$ cat src/rtl/dram_pkg.sv
// Shared types for the DRAM bank model: command/state enums, error codes,
// the read-pipeline slot and a small helper for sizing timers.
package dram_pkg;

   localparam int NUM_BANKS = 16;

   typedef enum logic [2:0] {
      CMD_ACT = 3'd0,
      CMD_PRE = 3'd1,
      CMD_RD  = 3'd2,
      CMD_WR  = 3'd3,
      CMD_REF = 3'd4
   } e_dram_cmd_type;

   typedef enum logic [1:0] {
      BANK_IDLE,
      BANK_ACTIVATING,
      BANK_ACTIVE,
      BANK_PRECHARGING
   } e_bank_state;

   localparam logic [2:0] ERR_NONE         = 3'd0;
   localparam logic [2:0] ERR_ACT_NOT_IDLE = 3'd1;
   localparam logic [2:0] ERR_NOT_OPEN     = 3'd2;
   localparam logic [2:0] ERR_BANK_BUSY    = 3'd3;
   localparam logic [2:0] ERR_REF_NOT_IDLE = 3'd4;
   localparam logic [2:0] ERR_REFRESHING   = 3'd5;

   typedef struct packed {
      logic        valid;
      logic [1:0]  bg;
      logic [1:0]  bank;
      logic [15:0] row;
      logic [9:0]  col;
   } rd_slot_t;

   function automatic int max_of4(input int a, input int b, input int c, input int d);
      int m;
      m = a;
      if (b > m) m = b;
      if (c > m) m = c;
      if (d > m) m = d;
      return m;
   endfunction

endpackage

$ cat src/rtl/dram_bank_fsm.sv
// One DRAM bank: IDLE/ACTIVATING/ACTIVE/PRECHARGING with a saturating timer
// and an open-row register. Only legal act/pre strobes reach this block.
module dram_bank_fsm
   import dram_pkg::*;
#(
   parameter int T_RCD = 24,
   parameter int T_RP  = 24,
   parameter int TW    = 9
)
(
   input  logic        clk,
   input  logic        rst_n,
   input  logic        act,
   input  logic        pre,
   input  logic [15:0] act_row,
   output e_bank_state state,
   output logic [15:0] open_row
);

   e_bank_state    state_next;
   logic [TW-1:0]  timer;
   logic [TW-1:0]  timer_next;
   logic [15:0]    row_next;

   always_ff @(posedge clk or negedge rst_n) begin
      if (!rst_n) begin
         state    <= BANK_IDLE;
         timer    <= '0;
         open_row <= '0;
      end else begin
         state    <= state_next;
         timer    <= timer_next;
         open_row <= row_next;
      end
   end

   // The timer is loaded with delay-1 so the new state is visible exactly
   // delay cycles after the command; a delay of 1 skips the transient state.
   always_comb begin
      state_next = state;
      timer_next = (timer != '0) ? timer - 1'b1 : '0;
      row_next   = open_row;
      case (state)
         BANK_IDLE: begin
            if (act) begin
               row_next = act_row;
               if (T_RCD == 1) begin
                  state_next = BANK_ACTIVE;
               end else begin
                  state_next = BANK_ACTIVATING;
                  timer_next = TW'(T_RCD - 1);
               end
            end
         end
         BANK_ACTIVATING: begin
            if (timer <= TW'(1)) state_next = BANK_ACTIVE;
         end
         BANK_ACTIVE: begin
            if (pre) begin
               if (T_RP == 1) begin
                  state_next = BANK_IDLE;
               end else begin
                  state_next = BANK_PRECHARGING;
                  timer_next = TW'(T_RP - 1);
               end
            end
         end
         BANK_PRECHARGING: begin
            if (timer <= TW'(1)) state_next = BANK_IDLE;
         end
         default: state_next = BANK_IDLE;
      endcase
   end

endmodule

$ cat config.mk
export PLATFORM = sky130hd
export DESIGN_NAME = dram_bank_fsm
export DESIGN_NICKNAME = d
export VERILOG_FILES = /design/src/rtl/dram_pkg.sv /design/src/rtl/dram_bank_fsm.sv
export SDC_FILE = /design/constraint.sdc
export NUM_CORES = 1
export LEC_CHECK = 0
export CORE_MARGIN = 5
export CORE_UTILIZATION = 23
export DETAILED_ROUTE_END_ITERATION = 6
export PLACE_DENSITY = 0.51
export SKIP_CTS_REPAIR_TIMING = 1
export SLEW_MARGIN = 40
export SYNTH_ARGS = -nofsm -noshare
export SYNTH_HDL_FRONTEND = slang
export SYNTH_SLANG_ARGS = --single-unit
export TNS_END_PERCENT = 100
$ cat constraint.sdc
create_clock -name clk -period 1.5 [get_ports clk]
set_input_delay 0.3 -clock clk [delete_from_list [all_inputs] [get_ports clk]]
set_output_delay 0.3 -clock clk [all_outputs]
set_load 0.02 [all_outputs]
==> impl_metrics.py, run 1 <==
metrics = {
    "status": {
        "status": "complete, but fails checks",
        "violations": "negative setup slack",
    },
    "setup_path": {
        "end_kind": "register",
        "crit_fanout": 3,
        "path_class": "reg -> reg",
        "r2r_setup_slack_ns": -0.03,
        "cp.arrival_ns": 1.69,
        "worstPathRequired_ns": 1.66,
        "cp-start-kind": "register",
    },
    "floorplanning": {
        "die_w_um": 82.9,
        "core_mm2": 0.00514,
        "die_area_mm2": 0.00687,
        "dieHeight_um": 82.9,
        "start_util_pct": 23.8,
        "ios": 38,
        "rows": 26,
    },
    "clock_network": {
        "clock_path_buffers": 2,
        "root_buffer": "clkbuf_8",
        "htreeDepth": 1,
        "cts_made_buffers": 3,
        "clock_sinks": 27,
        "clk_pin_slew_worst_paths_ns": 0.09,
        "cts_tree": "yes",
        "clkLatencyLatePin_ns": 0.27,
    },
    "final_layout": {
        "layout_commonest_cell": "dfrtp_1",
        "diodes": 0,
        "drive_gt1_share_pct": 34.6,
        "utilization_pct": 38.0,
        "most-common-layout-cells": "dfrtp_1 (24), clkdlybuf4s50_1 (19), dlymetal6s2s_1 (18), mux2_2 (16), buf_4 (15)",
        "stdcell_count": 223,
        "area_growth_pct": 59.9,
        "nets": 180,
    },
    "logic_synthesis": {
        "netlist_instances": 97,
        "synth_fp_nets": 123,
        "synth_edf_count": 0,
        "ys_seq_elements": 27,
        "synth_area_leaders": "dfrtp_1 (55%), mux2_2 (15%), ha_1 (6.1%), inv_1 (2.1%), nor2_1 (1.8%)",
        "yosysUniqueCellTypes": 31,
        "yosysWarnings": 0,
        "yosysSeqAreaShare_pct": 55.3,
        "syn_avg_cell_area_um2": 12.6,
        "ys_async_sr_fraction_pct": 100,
        "synth-main-ff-cell": "dfrtp_1",
        "netlist_area_mm2": 0.00122,
        "yosys.area.top_type": "dfrtp_1",
        "yosysTopAreaCellShare_pct": 55.3,
    },
    "place": {
        "dp_worst_setup_slack_ns": -0.0664,
        "dp_cells": 216,
        "gp_congestion": 0.747,
        "portBuffers": 37,
        "hpwl_um": 2120,
    },
    "global_routing": {
        "grt_max_degree": 28,
        "grt_pass1_wl_um": 4840,
        "antenna_found_initial": 0,
        "overflow": 0,
        "grt_util_all_layers_pct": 8.45,
        "grt_pass1_vias": 1035,
    },
    "power": {
        "powerDensity_mw_per_mm2": 1860,
        "p_total_mw": 3.64,
        "ir_worst_vdd_mv": 0.764,
        "leakage_nw": 0.984,
    },
    "route": {
        "drtIter0Drc": 29,
        "wl_um": 2800,
        "drtPass1Iterations": 4,
        "drc": 0,
        "vias_per_cell": 4.27,
        "wl_per_cell_um": 12.5,
        "via_count": 953,
        "postRouteAntennaNets": 0,
    },
    "sta": {
        "hold_violations": 0,
        "timing.fmax_ghz": 0.653,
        "fin_crit_ns": 1.53,
        "setup_ws_ns": -0.0321,
        "rsz0062_at_grt": "yes",
        "tightest_slew_ns": 0.397,
        "finalClockSkew_ns": 0.00306,
        "slew_violations": 0,
        "hold_ws_ns": 0.391,
        "final.period_utilization_pct": 102,
        "relSlewSlack_pct": 73.5,
        "finalSetupViolCount": 1,
    },
    "job": {
        "drv_cap": 0,
    },
    "worst_hold_path": {
        "hold_class": "in -> async",
    },
}
[path summary, 6_finish.rpt]
check	cells past startpoint	end	startpoint
worst min register to register	1	open_row[6]	open_row[6]
worst max-delay path	5	state[1]	timer[8]
worst min-delay path	2	state[0]	rst_n
min in group clk	1	open_row[6]	open_row[6]
worst max register to register	5	state[1]	timer[8]
max in group asynchronous	2	timer[2]	rst_n
[layout make-up]
class                           instances  area, um2
Fill cell                             526       3190
Sequential cell                        27        679
Multi-Input combinational cell         62        567
Timing Repair Buffer                   53        548
Tap cell                               70       87.6
Clock buffer                            3       41.3
Inverter                                7       26.3
Clock inverter                          1       5.00
[critical path, cell delays in order (launching register included)]
cell and delay (ns):
dfrtp_1 0.41, nor4_2 0.28, buf_4 0.17, a31oi_2 0.09
nor2_2 0.15, mux2_4 0.31
[kinds of logic after synthesis]
group | Yosys count | share of synthesized area [%]
adder cells (fa/ha/maj) | 6 | 6.14
AO/OA/AOI/OAI | 11 | 5.32
AND/OR/NAND/NOR | 24 | 12.1
XOR/XNOR | 3 | 2.15
multiplexers | 18 | 16.5
buffers and inverters | 8 | 2.56
flip-flops | 27 | 55.3
[metal layers]
layer / routed length (um) / track usage (%) / share of wire (%)
met1: 1220 / 10.1 / 44
met3: 125 / 1.49 / 4.5
met4: 27 / 3.57 / 0.97
met2: 1420 / 14.9 / 51
met5: 0 / 0 / 0
[power by group]
group          total [mW]  internal, mW  switching, mW
clock network       0.414         0.186          0.228
registers            1.25          1.05          0.200
logic                1.97          1.04          0.935
total                3.64          2.28           1.36
[cell usage after synthesis, types with 2 or more instances]
library cell	count
mux2_2	16
a21oi_1	2
nor3_1	3
nand2_1	4
o21ai_1	2
dfrtp_1	27
xnor2_1	2
ha_1	6
inv_1	7
o21ai_0	2
nor2_1	6
[registers in the layout (all words and copies together), names as in the netlist]
name	flops
open_row	16
timer	9
state	2
[metrics by stage]
stage / TNS, ns / instance area [um2]
after floorplan: 0 / 1230
after detailed placement: -0.0664 / 1790
after CTS: -1.07 / 1840
after global placement: -0.0175 / 1790
final: -0.0321 / 1950
after global routing: -0.283 / 1950
No activity file was read; power rests on OpenSTA's default activity.
==> run 2: changes to the inputs <==
--- a/config.mk
+++ b/config.mk
@@ -8,6 +8,8 @@
 export CORE_MARGIN = 5
 export CORE_UTILIZATION = 23
 export DETAILED_ROUTE_END_ITERATION = 6
+export GPL_TIMING_DRIVEN = 0
+export MAX_ROUTING_LAYER = met4
 export PLACE_DENSITY = 0.51
 export SKIP_CTS_REPAIR_TIMING = 1
 export SLEW_MARGIN = 40
==> impl_metrics.py, run 2 (same netlist as run 1, synthesis figures left out) <==
metrics = {
    "status": {
        "status": "complete, but fails checks",
        "violations": "negative setup slack",
    },
    "sta": {
        "rsz0062_at_grt": "yes",
        "setup_ws_ns": -0.0696,
        "tns_ns": -0.0696,
        "slew_violations": 0,
        "final.period_utilization_pct": 105,
        "finalSetupViolCount": 1,
        "relSlewSlack_pct": 58.7,
        "fin_crit_ns": 1.57,
        "finalClockSkew_ns": 0.00197,
        "hold_violations": 0,
        "tightest_slew_ns": 0.620,
        "hold_ws_ns": 0.0335,
        "timing.fmax_ghz": 0.637,
    },
    "route": {
        "vias_per_cell": 4.25,
        "postRouteAntennaNets": 0,
        "wl_um": 2740,
        "wl_per_cell_um": 12.8,
        "drtIter0Drc": 33,
        "drc": 0,
        "via_count": 910,
        "drtPass1Iterations": 4,
    },
    "global_routing": {
        "antenna_found_initial": 0,
        "overflow": 0,
        "grt_pass1_vias": 936,
        "grt_util_all_layers_pct": 8.22,
        "grt_max_degree": 28,
        "grt_pass1_wl_um": 4440,
    },
    "setup_path": {
        "slowest_delay_ns": 0.43,
        "path_cells": "nor4_4, a31oi_1, nor2_1, mux2_1",
        "worstPathRequired_ns": 1.66,
        "cp-start-kind": "register",
        "crit_fanout": 4,
        "cp_slowest_cell": "dfrtp_1",
        "cp.arrival_ns": 1.73,
        "end_kind": "register",
        "path_class": "reg -> reg",
    },
    "place": {
        "dp_worst_setup_slack_ns": -0.176,
        "portBuffers": 37,
        "hpwl_um": 2070,
        "gp_congestion": 0.697,
        "dp_cells": 204,
    },
    "final_layout": {
        "largest_reg_flops": 16,
        "top_regs": "open_row (16), timer (9), state (2)",
        "utilization_pct": 36.6,
        "drive_gt1_share_pct": 31.9,
        "nets": 171,
        "n_fill_cell": 531,
        "seq_area_um2": 682,
        "area_growth_pct": 53.9,
        "diodes": 0,
        "layout_commonest_cell": "dfrtp_1",
        "most-common-layout-cells": "dfrtp_1 (22), clkdlybuf4s50_1 (18), dlymetal6s2s_1 (18), mux2_2 (16)",
        "largest_register": "open_row",
        "multi_input_comb_area_um2": 573,
        "stdcell_count": 214,
    },
    "clock_network": {
        "clk_pin_slew_worst_paths_ns": 0.09,
        "clock_sinks": 27,
        "clkLatencyLatePin_ns": 0.27,
        "clock_path_buffers": 2,
        "root_buffer": "clkbuf_8",
        "htreeDepth": 1,
        "cts_tree": "yes",
        "cts_made_buffers": 3,
    },
    "floorplanning": {
        "start_util_pct": 23.8,
        "ios": 38,
        "dieHeight_um": 82.9,
        "die_area_mm2": 0.00687,
        "die_w_um": 82.9,
        "rows": 26,
        "core_mm2": 0.00514,
    },
    "power": {
        "powerDensity_mw_per_mm2": 1860,
        "leakage_nw": 0.935,
        "ir_worst_vdd_mv": 0.600,
    },
    "worst_hold_path": {
        "hold_class": "in -> async",
    },
    "job": {
        "drv_cap": 0,
    },
}
-- run 2: changes by cell type in the layout (fill, tap and decap cells not counted), sizes merged --
cell	before	now
clkdlybuf4s50	19	18
buf	16	8
-- run 2: power breakdown --
group          internal, mW  leakage, nW  switching, mW
Sequential             1.06        0.318          0.218
Clock                 0.186       0.0255          0.228
Combinational         0.922        0.591          0.881
-- run 2: per-stage QoR --
stage / power, mW / cell area, um2
2_1_floorplan: 2.28 / 1230
3_3_place_gp: 2.98 / 1690
3_5_place_dp: 3.04 / 1690
4_1_cts: 3.47 / 1730
5_1_grt: 3.74 / 1880
6_report: 3.49 / 1880
-- run 2: path summary, 6_finish.rpt --
check | from | to | slack (ns) | cells after the start
min in group clk | open_row[15] | open_row[15] | 0.51 | 1
min | rst_n | state[0] | 0.03 | 1
max in group asynchronous | rst_n | timer[7] | 1.03 | 1
min reg2reg | open_row[15] | open_row[15] | 0.51 | 1
max | timer[8] | state[1] | -0.07 | 4
max reg2reg | timer[8] | state[1] | -0.07 | 4
-- run 2: cell type report --
class | instances | area share (%)
clock inverter | 1 | 0.266
timing repair buffer | 43 | 24.2
multi-input combinational | 62 | 30.5
clock buffer | 3 | 2.19
inverter | 7 | 1.40
buffer | 1 | 0.598
tap | 70 | 4.65
sequential | 27 | 36.2
-- run 2: worst max-delay path: cells and delay by family, from the launching register on --
| kind | cells | cell delay, ns |
|---|---|---|
| simple gates | 2 | 0.56 |
| flops | 1 | 0.43 |
| compound gates | 1 | 0.14 |
| mux | 1 | 0.34 |
-- run 2: metal layers --
layer	share of wire [%]	routed length [um]	GRT usage [%]	vias to the layer above
met5	0	0	-	-
met4	1.6	43	4.46	0
met3	4.7	128	1.58	6
met2	51	1390	13.8	31
met1	43	1180	9.20	444
li1	-	-	-	429
==> run 3: changes to the inputs <==
--- a/config.mk
+++ b/config.mk
@@ -6,11 +6,11 @@
 export NUM_CORES = 1
 export LEC_CHECK = 0
 export CORE_MARGIN = 5
-export CORE_UTILIZATION = 23
+export CORE_UTILIZATION = 41
 export DETAILED_ROUTE_END_ITERATION = 6
 export GPL_TIMING_DRIVEN = 0
 export MAX_ROUTING_LAYER = met4
-export PLACE_DENSITY = 0.51
+export PLACE_DENSITY = 0.79
 export SKIP_CTS_REPAIR_TIMING = 1
 export SLEW_MARGIN = 40
 export SYNTH_ARGS = -nofsm -noshare
==> impl_metrics.py, run 3 (same netlist as run 1, synthesis figures left out) <==
metrics = {
    "status": {
        "status": "complete, but fails checks",
        "violations": "negative setup slack",
    },
    "floorplanning": {
        "rows": 19,
        "die_w_um": 64.6,
        "die_area_mm2": 0.00417,
        "core_mm2": 0.00281,
        "start_util_pct": 43.6,
        "ios": 38,
        "dieHeight_um": 64.6,
    },
    "sta": {
        "rsz0062_at_grt": "yes",
        "slew_violations": 0,
        "hold_ws_ns": 0.478,
        "finalSetupViolCount": 3,
        "tightest_slew_ns": 0.577,
        "fin_crit_ns": 1.56,
        "setup_ws_ns": -0.0613,
        "finalClockSkew_ns": 0.00178,
        "final.period_utilization_pct": 104,
        "relSlewSlack_pct": 61.5,
        "tns_ns": -0.110,
        "hold_violations": 0,
        "timing.fmax_ghz": 0.640,
    },
    "route": {
        "drtPass1Iterations": 3,
        "via_count": 921,
        "wl_um": 2640,
        "vias_per_cell": 5.26,
        "drtIter0Drc": 13,
        "drt-met1-wl_um": 1160,
        "wl_met3_um": 164,
        "top_layer_used": "met4",
        "met2_length_um": 1270,
        "wl_per_cell_um": 15.1,
        "postRouteAntennaNets": 0,
        "drc": 0,
    },
    "clock_network": {
        "clk_pin_slew_worst_paths_ns": 0.14,
        "htreeDepth": 1,
        "root_buffer": "clkbuf_4",
        "clock_sinks": 27,
        "clkLatencyLatePin_ns": 0.33,
        "clock_path_buffers": 2,
        "cts_tree": "yes",
        "cts_made_buffers": 3,
    },
    "final_layout": {
        "drive_gt1_share_pct": 31.9,
        "largest_reg_flops": 16,
        "top_regs": "open_row (16), timer (9), state (2)",
        "fin_area_mm2": 0.00183,
        "nets": 171,
        "diodes": 0,
        "largest_register": "open_row",
        "most-common-layout-cells": "dfrtp_1 (22), clkdlybuf4s50_1 (18), dlymetal6s2s_1 (18), mux2_2 (16), inv_1 (7)",
        "layout_commonest_cell": "dfrtp_1",
        "area_growth_pct": 49.3,
    },
    "setup_path": {
        "reg2regPathDepth": 6,
        "end_kind": "register",
        "worstPathRequired_ns": 1.73,
        "r2r_end": "state[1]",
        "cp-start-kind": "register",
        "cp.arrival_ns": 1.79,
        "crit_fanout": 4,
        "reg2reg_from": "state[0]",
        "path_class": "reg -> reg",
        "r2r_setup_slack_ns": -0.06,
    },
    "power": {
        "ir_worst_vdd_mv": 1.21,
        "leakage_nw": 0.932,
        "powerDensity_mw_per_mm2": 1870,
        "p_total_mw": 3.41,
    },
    "place": {
        "hpwl_um": 2000,
        "dp_worst_setup_slack_ns": -0.214,
        "place_area_mm2": 0.00164,
        "gp_congestion": 0.845,
        "portBuffers": 37,
    },
    "global_routing": {
        "overflow": 0,
        "grt_max_degree": 28,
        "antenna_found_initial": 0,
        "grt_pass1_vias": 1043,
        "grt_util_all_layers_pct": 13.9,
        "grt_pass1_wl_um": 4460,
    },
    "worst_hold_path": {
        "hold_class": "in -> async",
    },
    "job": {
        "drv_cap": 0,
    },
}
-- run 3: through the flow --
| stage | util, % | cells |
|---|---|---|
| after floorplan | - | 97 |
| after global placement | 58.6 | 165 |
| after detailed placement | 58.4 | 165 |
| after CTS | 59.5 | 169 |
| after global routing | 65.1 | 175 |
| final | 65.1 | 175 |
-- run 3: critical path: stages, from the launching register on --
cell and delay (ns):
dfrtp_2 0.46, inv_1 0.12, ha_1 0.23, inv_1 0.07, o22ai_2 0.20, nor2_2 0.09
mux2_1 0.31
-- run 3: cell type report --
type                    count  area [um2]
plain buffers               1        11.3
well taps                  31        38.8
flip-flops and latches     27         682
clock inverters             1        7.51
inverters                   7        26.3
clock buffers               3        22.5
multi-input cells          62         576
fillers                   213         980
repair buffers             43         462
-- run 3: routing by layer --
metal  global-route usage [%]  vias to the layer above
li1                         -                      431
met1                     17.1                      449
met2                     21.9                       36
met3                     2.76                        5
met4                     6.60                        0
met5                        -                        -
-- run 3: power breakdown --
part / total [mW] / internal, mW / switching (mW)
clock network: 0.323 / 0.102 / 0.220
logic: 1.82 / 0.926 / 0.896
registers: 1.26 / 1.05 / 0.213
-- run 3: how the worst max path moves through the flow --
stage	from	to	slack, ns	cells after the start
6_report	state[0]	state[1]	-0.06	6
2_1_floorplan	state[0]	state[1]	0.009	6
5_1_grt	state[0]	state[1]	-0.12	6
3_3_place_gp	rst_n	state[1]	-0.34	1
3_5_place_dp	timer[5]	state[1]	-0.21	4
4_1_cts	timer[5]	state[1]	-0.25	4
